`config.mk`:
```
export PLATFORM = sky130hd
export DESIGN_NAME = pipe_stage_skid
export DESIGN_NICKNAME = d
export VERILOG_FILES = /design/src/rtl/pipe_stage_skid.sv
export SDC_FILE = /design/constraint.sdc
export NUM_CORES = 1
export LEC_CHECK = 0
export ABC_AREA = 1
export ABC_CLOCK_PERIOD_IN_PS = 2300
export BUFFER_PORTS_ARGS = -buffer_cell sky130_fd_sc_hd__buf_4
export CAP_MARGIN = 0
export CORE_UTILIZATION = 50
export DETAILED_ROUTE_END_ITERATION = 12
export GPL_ROUTABILITY_DRIVEN = 0
export GPL_TIMING_DRIVEN = 0
export PLACE_DENSITY_LB_ADDON = 0.05
export SLEW_MARGIN = 20
export SYNTH_ARGS = -nofsm -noshare
export SYNTH_HDL_FRONTEND = slang
export SYNTH_SLANG_ARGS = --single-unit
```
`constraint.sdc`:
```
create_clock -name clk_i -period 2.3 [get_ports clk_i]
set_clock_uncertainty 0.15 [all_clocks]
set_input_delay 0.23 -clock clk_i [delete_from_list [all_inputs] [get_ports clk_i]]
set_output_delay 0.23 -clock clk_i [all_outputs]
set_load 0.02 [all_outputs]
```
`src/rtl/pipe_stage_skid.sv`:
```
// Pipeline stage register with a valid/ready handshake and a two-entry skid buffer.
// Upstream ready depends only on registered occupancy, start_i and flush_i, never on out_ready_i.
module pipe_stage_skid #(
  parameter int unsigned DATA_W = 32,
  parameter int unsigned CTRL_W = 4
) (
  input  logic              clk_i,
  input  logic              rst_i,
  input  logic              start_i,
  input  logic              flush_i,
  input  logic              in_valid_i,
  output logic              in_ready_o,
  input  logic [CTRL_W-1:0] in_ctrl_i,
  input  logic [DATA_W-1:0] in_data_i,
  output logic              out_valid_o,
  input  logic              out_ready_i,
  output logic [CTRL_W-1:0] out_ctrl_o,
  output logic [DATA_W-1:0] out_data_o,
  output logic [1:0]        count_o
);

  typedef enum logic [1:0] {
    ST_EMPTY = 2'd0,
    ST_ONE   = 2'd1,
    ST_TWO   = 2'd2
  } state_e;

  state_e            state_q, state_d;
  logic [CTRL_W-1:0] main_ctrl_q, main_ctrl_d, skid_ctrl_q, skid_ctrl_d;
  logic [DATA_W-1:0] main_data_q, main_data_d, skid_data_q, skid_data_d;
  logic              accept, pop;

  assign in_ready_o  = start_i & ~flush_i & (state_q != ST_TWO);
  assign out_valid_o = (state_q != ST_EMPTY);
  assign accept      = in_valid_i & in_ready_o;
  assign pop         = out_valid_o & out_ready_i;

  // Main register is zeroed whenever the stage empties, so bubbles drive 0.
  assign out_ctrl_o = main_ctrl_q;
  assign out_data_o = main_data_q;
  assign count_o    = 2'(state_q);

  always_ff @(posedge clk_i or negedge rst_i) begin
    if (!rst_i) begin
      state_q     <= ST_EMPTY;
      main_ctrl_q <= '0;
      main_data_q <= '0;
      skid_ctrl_q <= '0;
      skid_data_q <= '0;
    end else begin
      state_q     <= state_d;
      main_ctrl_q <= main_ctrl_d;
      main_data_q <= main_data_d;
      skid_ctrl_q <= skid_ctrl_d;
      skid_data_q <= skid_data_d;
    end
  end

  always_comb begin
    state_d     = state_q;
    main_ctrl_d = main_ctrl_q;
    main_data_d = main_data_q;
    skid_ctrl_d = skid_ctrl_q;
    skid_data_d = skid_data_q;

    if (flush_i) begin
      state_d     = ST_EMPTY;
      main_ctrl_d = '0;
      main_data_d = '0;
      skid_ctrl_d = '0;
      skid_data_d = '0;
    end else begin
      unique case (state_q)
        ST_EMPTY: begin
          if (accept) begin
            state_d     = ST_ONE;
            main_ctrl_d = in_ctrl_i;
            main_data_d = in_data_i;
          end
        end
        ST_ONE: begin
          if (accept && pop) begin
            main_ctrl_d = in_ctrl_i;
            main_data_d = in_data_i;
          end else if (accept) begin
            state_d     = ST_TWO;
            skid_ctrl_d = in_ctrl_i;
            skid_data_d = in_data_i;
          end else if (pop) begin
            state_d     = ST_EMPTY;
            main_ctrl_d = '0;
            main_data_d = '0;
          end
        end
        ST_TWO: begin
          if (pop) begin
            state_d     = ST_ONE;
            main_ctrl_d = skid_ctrl_q;
            main_data_d = skid_data_q;
          end
        end
        default: begin
          state_d     = ST_EMPTY;
          main_ctrl_d = '0;
          main_data_d = '0;
          skid_ctrl_d = '0;
          skid_data_d = '0;
        end
      endcase
    end
  end

endmodule

```
After elaboration in Yosys (flattened, before gate mapping)
Cells that the tools add are included.
W data, S select, Z words.
- equal/unequal tests: 11
- muxes and demuxes: 27
- bitwise logic cells: 5
- reductions and logical operators: 7
- operators by type and width (cell ; number):
    $mux W32 ; 8
    $pmux W32 S3 ; 1
    $pmux W32 S2 ; 1
    $mux W4 ; 8
    $mux W2 ; 6
    $ne A3 B3 Y1 const B ; 4
    $ne A4 B4 Y1 const B ; 3
    $pmux W4 S3 ; 1
    $pmux W4 S2 ; 1
    $reduce_and A4 Y1 ; 2
    $pmux W2 S3 ; 1
    $and A1 B1 Y1 ; 4
    $reduce_and A3 Y1 ; 1
    $eq A2 B1 Y1 const B ; 1
    $eq A2 B2 Y1 const B ; 1
    $logic_not A2 Y1 ; 1
    $ne A2 B1 Y1 const B ; 1
    $ne A2 B2 Y1 const B ; 1
    $reduce_bool A2 Y1 ; 1
    $reduce_or A2 Y1 ; 1
    $logic_and A1 B1 Y1 ; 1
    $not A1 Y1 ; 1
- output and inout bits: 40
- register bits: 74
- word-level logic and storage cells: 55
- input bits: 42

Depth between registers and ports, before layout
Gate-level depths: netlist of run 1.
- depth in word-level cells: 8
- mapped depth: 9
- gate-level depth less buffers: 8

Worst setup path before layout of run 1
Ideal clock, no wire load.
- path type: register -> register
- from: register state_q[1] (netlist: count_o[1])
- to: register skid_data_q[14]
- data arrival time: 1.640 ns
- setup time: 0.126 ns
- path slack: 0.384 ns
- cell stages (with the launch flop): 8
- clock period less this slack: 1.916 ns
- path buffers: 1
- data required time: 2.024 ns
- cells stage by stage: dfrtp_1 -> inv_1 -> nor2_2 -> nor2_1 -> nand4_2 -> nand2_2 -> buf_2 -> o21ai_0
- cells in the longest elaborated chain, start to end: 6
- elaborated cells on any way between the ends: 16
- classes of those cells: 6 x eq/ne; 2 x mux; 3 x bitwise; 5 x reduce/logical
- RTL lines (item ; RTL line ; text):
    start, declared ; 28 ; state_e state_q, state_d;
    start signal, assigned ; 51 ; state_q <= state_d;
    $ne A2 B2 Y1 (*) ; 33 ; assign in_ready_o = start_i & ~flush_i & (state_q != ST_TWO);
    $and A1 B1 Y1 (*) ; 33 ;
    net in_ready_o ; 12 ; output logic in_ready_o,
    $and A1 B1 Y1 (*) ; 35 ; assign accept = in_valid_i & in_ready_o;
    $logic_and A1 B1 Y1 ; 82 ; if (accept && pop) begin
    $ne A3 B3 Y1 (no line) ; n/a ;
    $reduce_and A3 Y1 (no line) (*) ; n/a ;
    end signal, assigned ; 55 ; skid_data_q <= skid_data_d;
    end, declared ; 30 ; logic [DATA_W-1:0] main_data_q, main_data_d, skid_data_q, skid_data_d;
The timed path passes the listed nets; every way through them passes the cells marked *.
A chain may end at the register's enable or synchronous reset.

Worst setup path in the final report of run 1
- from: register state_q[0] (netlist: count_o[0])
- to: register skid_data_q[2]
- cells in the longest elaborated chain, start to end: 6
- elaborated cells on any way between the ends: 16
- classes of those cells: 6 x eq/ne; 2 x mux; 3 x bitwise; 5 x reduce/logical
- RTL lines (item ; RTL line):
    $ne A2 B2 Y1 ; 33
    $and A1 B1 Y1 ; 33
    $and A1 B1 Y1 ; 35
    $logic_and A1 B1 Y1 ; 82
    $ne A3 B3 Y1 (no line) ; n/a
    $reduce_and A3 Y1 (no line) ; n/a
Several ways; a longest one is shown, not always the timed one.

==> results of run 1 <==
[registers in the layout, summed over array words and instances (netlist names)]
| signal | flops |
|---|---|
| count_o | 2 |
| out_ctrl_o | 4 |
| out_data_o | 32 |
| skid_ctrl_q | 4 |
| skid_data_q | 32 |
[stage by stage]
stage                     total power, mW  instances
final                                5.17        810
after global routing                 5.53        810
after CTS                            5.20        810
after detailed placement             4.06        793
after global placement               4.01        793
after floorplan                      3.23        610
[power by group through the flow]
stage	Combinational, mW	Sequential [mW]	Clock [mW]
after floorplan	1.09	2.14	0
after detailed placement	2.16	1.90	0
after global routing	2.41	1.93	1.19
final	2.16	1.88	1.13
after CTS	2.17	1.88	1.15
after global placement	2.13	1.89	0
[area by class of cell]
type | count | share of cell area [%]
tap | 102 | 2.54
inverter | 75 | 5.60
buffer | 30 | 3.38
clock inverter | 7 | 1.87
timing repair buffer | 82 | 12.3
clock buffer | 9 | 2.46
multi-input combinational | 431 | 35.0
sequential | 74 | 36.8
[worst max-delay path, stage by stage, from the launching register on]
cell and delay [ns]:
dfrtp_1 0.47, nor2_1 0.44, nor2_1 0.17, nand4_2 0.16, nand2_2 0.16, buf_2 0.22
o21ai_0 0.21
[kinds of logic after synthesis]
| kind of cell | after synthesis |
|---|---|
| DFF | 74 |
| buffers and inverters | 105 |
| AOI/OAI and AO/OA | 70 |
| and+or+nand+nor | 361 |
[metal layers]
layer | up-vias | part of all wire [%] | GRT usage (%)
met5 | - | 0 | 0
met4 | 0 | 1.6 | 10.5
met3 | 17 | 4.8 | 3.81
met2 | 100 | 46 | 43.0
met1 | 1825 | 47 | 35.0
li1 | 2016 | - | -
[repair_timing]
item / 4_1_cts / 5_1_grt
setup endpoints to repair: 0 / 0
buffers inserted: 0 / 0
hold buffers: 1 / 0
hold endpoints to repair: 74 / 0
[worst min path at each step]
stage,startpoint,to,depth (start not counted)
2_1_floorplan,rst_i,count_o[0],0
3_3_place_gp,rst_i,out_data_o[26],1
3_5_place_dp,rst_i,out_data_o[26],1
4_1_cts,in_data_i[31],skid_data_q[31],3
5_1_grt,in_data_i[31],skid_data_q[31],3
6_report,in_data_i[31],skid_data_q[31],3
[cells in the mapped netlist (all sizes together)]
library cell,instances
inv,75
o21ai,68
o31ai,1
nand3,9
nand4,1
clkbuf,9
nor2,51
buf,21
a21oi,1
dfrtp,74
nand2,300
==> out/qor.csv, run 1 <==
stage,metric,value,unit
logic_synthesis,post_synth.cell_area_avg,6.66,µm²
worst_setup_path,worstPathRequired,2.41,ns
logic_synthesis,yosys_register_bits,74,
route,antenna_left,0,
worst_setup_path,r2r_start,count_o[0],
logic_synthesis,netlist_instances,610,
logic_synthesis,synthMuxAreaShare,0,%
logic_synthesis,synth_compound_area_share,8.68,%
placed_design,pre_cts_slack,0.262,ns
placed_design,io_buffers,81,
worst_setup_path,r2r_cells,6,
worst_setup_path,cp.arrival,2.19,ns
global_route,grt_max_degree,75,
global_route,grtUsageTotal,26.3,%
timing,holdWs,0.0284,ns
layout,areaGrowthSynthToFinish,23.7,%
die,row_count,32,
timing,setup_tns,0,ns
route,drc,0,
die,dieWidth,92.2,µm
worst_setup_path,startpoint,count_o[0],
timing,rsz0062_at_grt,no,
route,vias,3958,
layout,design_area,5030,µm²
pwr,clkPwrFrac,21.9,%
global_route,grt_pass1_wl,17600,µm
global_route,grt_pass1_vias,3880,
die,coreArea,7810,µm²
layout,fill_cells,759,
pwr,sw_frac_of_total,41.3,%
layout,drive_gt1_share,17.7,%
route,wl_per_cell,12.6,µm
logic_synthesis,yosys.area_share.simple,34.7,%
timing,slew_headroom,35.9,%
logic_synthesis,yosysTopAreaCell,dfrtp_1,
route,dr.pass1.iters,5,
worst_setup_path,cp_max_fo,10,
logic_synthesis,synth-adder-area-share,0,%
clock_tree,cts_buffer_depth,2,
worst_setup_path,criticalPathCategory,register to register,
clock_tree,h-tree-depth,3,
worst_setup_path,cp-end-kind,register,
pwr,power_switching,2.13,mW
layout,ff_latch_area,1850,µm²
logic_synthesis,synth_top_family_by_area,simple AND/OR/NAND/NOR gates,
timing,slew_violations,0,
timing,max_freq,482,MHz
clock_tree,path_clk_slew,0.09,ns
placed_design,dp_hpwl,7010,µm
clock_tree,cts-root-buf,clkbuf_8,
pwr,power.share.sequential,36.4,%
logic_synthesis,syn_area,4070,µm²
timing,hold_violations,0,
layout,multi_input_area,1760,µm²
layout,layout_commonest_cell,nand2_1,
timing,fin_ws,0.224,ns
logic_synthesis,synth-xor-area-share,0,%
logic_synthesis,yosys_warnings,0,
die,initial_utilization,52.1,%
worst_setup_path,crit_end,skid_data_q[2],
pwr,powerDensity,1030,nW/µm²
worst_setup_path,start_kind,register,
route,drt-total-wl,10200,µm
route,drt_iter0_drc,229,
logic_synthesis,synthTopCellsByArea,"dfrtp_1 46%, nand2_1 28%, o21ai_0 7.8%, inv_1 6.8%, nor2_1 4.5%",
logic_synthesis,ys_types,20,
clock_tree,clock-sinks,74,
clock_tree,numCtsBuffers,9,
die,io_pins,82,
die,die_h,92.2,µm
route,via_per_inst,4.89,
logic_synthesis,yosysTopAreaCellShare,45.6,%
logic_synthesis,seq_area_frac_synth,45.6,%
layout,final_cell_mix,"298 x nand2_1, 86 x buf_4, 74 x inv_1, 74 x dfrtp_1, 63 x o21ai_0",
die,die-area,8500,µm²
pwr,power.internal,3.04,mW
layout,nNetsFinal,745,
global_route,antenna_found_initial,0,
worst_setup_path,rrSetupSlack,0.22,ns
timing,period_needed,2.08,ns
global_route,grt_overflow_total,0,
layout,final_util,64.4,%
clock_tree,cts_tree,done,
pwr,p_comb_share,41.7,%
timing,finalSetupViolCount,0,
logic_synthesis,synth_fp_nets,652,
min_path,worstHoldPathType,input port to register,
pwr,leakagePower,2.80,nW
timing,worstMarginPinSlew,0.961,ns
placed_design,placed_area,4800,µm²
timing,fin_crit_sh,90.3,%
job,cap_viol_max_count,0,
clock_tree,clk_latency,0.35,ns
status,status,finished clean,
clock_tree,post_cts_resized,0,
pwr,ir_worst_vdd,530,µV
worst_setup_path,timing.rr.end,skid_data_q[2],
layout,antenna_cells,0,
No activity file was read; power rests on OpenSTA's default activity.
==> run 2, diff against run 1 <==
Settings changed: CTS_BUF_LIST set to sky130_fd_sc_hd__clkbuf_2 sky130_fd_sc_hd__clkbuf_4 sky130_fd_sc_hd__clkbuf_8, HOLD_SLACK_MARGIN set to 0.15.
==> run 2 against run 1 <==
- die area unchanged
- sequential power about the same
- largest power group unchanged
- via count up 4.6%
- global-route usage up 1.3 points
- sequential share of layout area down 2.7 points
- cell count up 4.8%
==> out/qor.csv, run 2 (same netlist as run 1, synthesis figures left out) <==
stage,metric,value,unit
worst_setup_path,path_delay_family,simple AND/OR/NAND/NOR gates,
clock_tree,cts_buffer_depth,2,
route,wl_per_cell,12.6,µm
global_route,grt_max_degree,75,
timing,worstMarginPinSlew,0.963,ns
die,coreArea,7810,µm²
worst_setup_path,crit_chain,nor2_1 > nor2_1 > nand4_2 > nand3_1 > dlygate4sd3_1 > nand2_1,
die,initial_utilization,52.1,%
global_route,grt_overflow_total,0,
route,dr.pass1.iters,5,
route,drt-total-wl,10700,µm
worst_setup_path,cp_slowest_cell,dlygate4sd3_1,
global_route,grt_pass1_vias,4102,
clock_tree,h-tree-depth,3,
worst_setup_path,cp_slowest_stage_delay,0.57,ns
global_route,grt_pass1_wl,18500,µm
layout,fill_cells,711,
worst_setup_path,cp.arrival,2.33,ns
route,drc,0,
pwr,ir_worst_vdd,607,µV
placed_design,placed_area,4800,µm²
worst_setup_path,cp-end-kind,register,
worst_setup_path,cp_common_cell,nor2_1,
clock_tree,numCtsBuffers,9,
timing,slew_headroom,35.8,%
pwr,leakagePower,2.96,nW
timing,finalSetupViolCount,0,
layout,drive_gt1_share,16.7,%
pwr,powerDensity,968,nW/µm²
die,row_count,32,
layout,layout_commonest_cell,nand2_1,
worst_setup_path,criticalPathCategory,register to register,
timing,period_needed,2.18,ns
clock_tree,path_clk_slew,0.08,ns
layout,multi_input_area,1760,µm²
layout,ff_latch_area,1850,µm²
die,dieWidth,92.2,µm
clock_tree,clock-sinks,74,
job,cap_viol_max_count,0,
timing,max_freq,458,MHz
layout,areaGrowthSynthToFinish,33.3,%
route,vias,4141,
clock_tree,cts_tree,done,
timing,hold_violations,0,
layout,final_cell_mix,"298 x nand2_1, 86 x buf_4, 74 x inv_1, 74 x dfrtp_1, 63 x o21ai_0",
placed_design,dp_hpwl,7010,µm
status,status,finished clean,
timing,fin_crit_sh,94.9,%
worst_setup_path,worstPathRequired,2.44,ns
placed_design,io_buffers,81,
clock_tree,clk_latency,0.35,ns
layout,design_area,5420,µm²
timing,setup_tns,0,ns
placed_design,pre_cts_slack,0.262,ns
global_route,antenna_found_initial,0,
worst_setup_path,start_kind,register,
timing,holdWs,0.153,ns
worst_setup_path,cp_num_buf_inv,1,
route,via_per_inst,4.88,
global_route,grtUsageTotal,27.6,%
die,die-area,8500,µm²
clock_tree,post_cts_resized,0,
clock_tree,cts-root-buf,clkbuf_8,
timing,slew_violations,0,
layout,nNetsFinal,784,
timing,fin_ws,0.117,ns
route,antenna_left,0,
worst_setup_path,cp_max_fo,7,
route,drt_iter0_drc,264,
layout,antenna_cells,0,
die,die_h,92.2,µm
timing,rsz0062_at_grt,no,
min_path,worstHoldPathType,input port to register,
die,io_pins,82,
-- run 2: cell count changes in the layout (fill, tap and decap cells not counted) --
cell | before | now
dlygate4sd3_1 | 1 | 40
-- run 2: what timing repair did --
item,4_1_cts,5_1_grt
hold buffers,40,0
endpoints found under the hold margin,117,0
buffers inserted,0,0
-- run 2: tightest hold or removal path: stages --
cell and delay [ns]:
buf_4 0.11, inv_1 0.06, nor2_1 0.06, nand2_1 0.05
o21ai_0 0.09
-- run 2: worst paths after layout --
| path | depth (start not counted) | to | start | slack (ns) |
|---|---|---|---|---|
| setup / recovery | 6 | count_o[0] | count_o[0] | 0.12 |
| hold reg to reg | 2 | out_data_o[28] | out_data_o[28] | 0.33 |
| min in group asynchronous | 2 | out_data_o[26] | rst_i | 0.39 |
| hold / removal | 5 | skid_data_q[0] | in_data_i[0] | 0.15 |
| max in group asynchronous | 2 | skid_data_q[17] | rst_i | 0.94 |
| setup reg to reg | 6 | count_o[0] | count_o[0] | 0.12 |
-- run 2: layout make-up --
class | instances | share of cell area (%)
buffer | 30 | 3.14
clock buffer | 9 | 2.29
clock inverter | 7 | 1.73
inverter | 75 | 5.20
multi-input combinational | 431 | 32.5
sequential | 74 | 34.2
tap | 102 | 2.36
timing repair buffer | 121 | 18.6
-- run 2: power breakdown --
part | total, mW | leakage, nW | switching, mW | internal (mW)
clock | 1.13 | 0.105 | 0.523 | 0.609
combinational | 2.23 | 1.86 | 1.41 | 0.812
sequential | 1.89 | 0.998 | 0.221 | 1.66
-- run 2: metrics by stage --
step / power [mW] / util [%] / instances
after global routing: 5.60 / 69.4 / 849
final: 5.24 / 69.4 / 849
after detailed placement: 4.06 / 61.5 / 793
after CTS: 5.26 / 69.4 / 849
after floorplan: 3.23 / - / 610
after global placement: 4.01 / 61.5 / 793
-- run 2: routing by layer --
metal	vias to the layer above	routed length, µm	GRT usage (%)	part of all wire (%)
met1	1927	5010	36.0	47
met5	-	0	0	0
li1	2093	-	-	-
met4	0	128	11.1	1.2
met2	108	5060	46.3	47
met3	13	496	3.90	4.6
==> run 3, diff against run 2 <==
Settings changed: ABC_AREA 1 to 0, SKIP_LAST_GASP set to 1.
==> run 3 against run 2 <==
- count of clock-buffer cells in the layout increased by 2
- synthesized cell count decreased by 43%
- area after synthesis shrank 9.3%
- critical path type is now register to primary output
- critical endpoint is now out_valid_o
- core utilization up 3.0 points
- register-to-register slack better by 0.16 ns
==> out/qor.csv, run 3 <==
stage,metric,value,unit
logic_synthesis,synth-main-ff-cell,dfrtp_1,
route,drt_iter0_drc,118,
route,vias,3181,
pwr,clkPwrFrac,36.7,%
clock_tree,cts_setup_buffers,0,
min_path,worstHoldPathType,input port to register,
worst_setup_path,worstPathRequired,1.92,ns
timing,max_freq,485,MHz
timing,setup_tns,0,ns
logic_synthesis,synthTopCellsByArea,"dfrtp_1 50%, mux2i_1 9.8%, a22o_1 8.6%, o2bb2ai_1 8.6%, nand2_1 7.7%",
clock_tree,h-tree-depth,3,
logic_synthesis,yosysTopAreaCell,dfrtp_1,
route,dr.pass1.iters,4,
die,io_pins,82,
min_path,hp-start,start_i,
worst_setup_path,cp.arrival,1.68,ns
die,row_count,30,
pwr,power_switching,0.804,mW
timing,rsz0062_at_grt,no,
worst_setup_path,criticalPathCategory,register to primary output,
layout,layout_commonest_cell,buf_4,
pwr,power.share.sequential,45.7,%
route,drc,0,
timing,worstMarginPinSlew,0.927,ns
clock_tree,cts_tree,done,
logic_synthesis,synth_fp_nets,391,
global_route,grt_pass1_wl,15000,µm
worst_setup_path,cp_max_fo,19,
logic_synthesis,yosys_warnings,0,
worst_setup_path,startpoint,count_o[0],
layout,drive_gt1_share,26.9,%
logic_synthesis,yosys_register_bits,74,
logic_synthesis,ys_types,28,
worst_setup_path,start_kind,register,
pwr,ir_worst_vdd,379,µV
route,wl_per_cell,15.9,µm
layout,final_cell_mix,"82 x buf_4, 76 x nand2_1, 74 x dfrtp_1, 40 x dlygate4sd3_1",
clock_tree,numCtsBuffers,9,
logic_synthesis,post_synth.cell_area_avg,10.6,µm²
global_route,grtUsageTotal,25.7,%
die,coreArea,6940,µm²
logic_synthesis,syn_area,3690,µm²
route,via_per_inst,5.48,
logic_synthesis,ys_async_sr_fraction,100,%
clock_tree,clock-sinks,74,
layout,antenna_cells,0,
pwr,power.internal,2.26,mW
logic_synthesis,netlist_instances,349,
worst_setup_path,r2r_start,count_o[1],
die,dieWidth,87.9,µm
timing,slew_violations,0,
die,die_h,87.9,µm
die,initial_utilization,53.1,%
status,status,finished clean,
logic_synthesis,synth-edff-count,0,
timing,finalSetupViolCount,0,
clock_tree,cts_buffer_depth,2,
clock_tree,clk_latency,0.34,ns
layout,areaGrowthSynthToFinish,36.4,%
pwr,leakagePower,2.27,nW
clock_tree,path_clk_slew,0.08,ns
timing,hold_violations,0,
route,drt-total-wl,9210,µm
timing,slew_headroom,38.2,%
timing,period_needed,2.06,ns
die,die-area,7720,µm²
pwr,sw_frac_of_total,26.2,%
logic_synthesis,synth_commonest_cells,"76 x nand2_1, 74 x dfrtp_1, 36 x a22o_1, 36 x mux2i_1, 36 x o2bb2ai_1",
logic_synthesis,yosysMostFrequentCell,nand2_1,
logic_synthesis,yosysTopAreaCellShare,50.2,%
pwr,p_comb_share,17.6,%
global_route,grt_overflow_total,0,
layout,nNetsFinal,521,
logic_synthesis,seq_area_frac_synth,50.2,%
global_route,grt_max_degree,75,
placed_design,io_buffers,80,
job,cap_viol_max_count,0,
timing,fin_crit_sh,89.6,%
clock_tree,cts-root-buf,clkbuf_8,
worst_setup_path,cp-end-kind,primary output,
route,antenna_left,0,
global_route,antenna_found_initial,0,
pwr,power.total,3.06,mW
pwr,powerDensity,609,nW/µm²
global_route,grt_pass1_vias,3117,
placed_design,dp_hpwl,5980,µm
run 3: power by group through the flow:
| stage | Sequential [mW] | Combinational, mW | Clock [mW] |
|---|---|---|---|
| after floorplan | 1.47 | 0.209 | 0 |
| after global placement | 1.42 | 0.479 | 0 |
| after detailed placement | 1.42 | 0.487 | 0 |
| after CTS | 1.40 | 0.542 | 1.15 |
| after global routing | 1.41 | 0.588 | 1.21 |
| final | 1.40 | 0.540 | 1.12 |
run 3: final timing paths:
check | to | slack (ns) | depth (start not counted)
min | count_o[0] | 0.19 | 4
max reg2reg | count_o[1] | 0.28 | 6
max in group asynchronous | out_data_o[17] | 0.98 | 2
min in group asynchronous | out_data_o[28] | 0.40 | 2
max | out_valid_o | 0.24 | 4
min reg2reg | skid_data_q[15] | 0.34 | 2
run 3: per-stage QoR:
stage	area [µm²]	cells	util (%)	hold WS [ns]	setup slack, ns
floorplan	3690	349	-	-0.216	0.545
detailed placement	4410	525	63.5	0.280	0.318
CTS	5030	581	72.4	0.169	0.00651
global route	5030	580	72.4	0.201	0.161
finish	5030	580	72.4	0.186	0.239
global placement	4410	525	63.5	0.279	0.342
run 3: layer usage:
layer | share of wire, % | routed length [µm] | GRT usage [%]
met1 | 47 | 4320 | 34.9
met2 | 47 | 4370 | 42.3
met3 | 4.1 | 381 | 3.02
met4 | 1.5 | 135 | 9.69
met5 | 0 | 0 | 0
run 3: repair_timing:
item	4_1_cts	5_1_grt
hold buffers	40	0
endpoints found under the hold margin	148	0
resized for setup	0	0
endpoints found under the setup margin	0	1
run 3: cell type report:
cell class | instances | area (µm²)
plain buffers | 31 | 194
fillers | 536 | 1920
clock inverters | 5 | 77.6
flip-flops and latches | 74 | 1850
repair buffers | 120 | 1000
multi-input cells | 243 | 1640
well taps | 96 | 120
clock buffers | 11 | 145
run 3: cells by family after synthesis:
group	share of synthesized area, %
AOI/OAI and AO/OA	24.0
buffers and inverters	5.36
DFF	50.2
muxes	9.78
and+or+nand+nor	10.6
run 3: critical path, stage by stage, from the launching register on:
cell	delay (ns)
dfrtp_1	0.38
clkbuf_2	0.16
buf_2	0.28
or2_2	0.35
buf_4	0.16
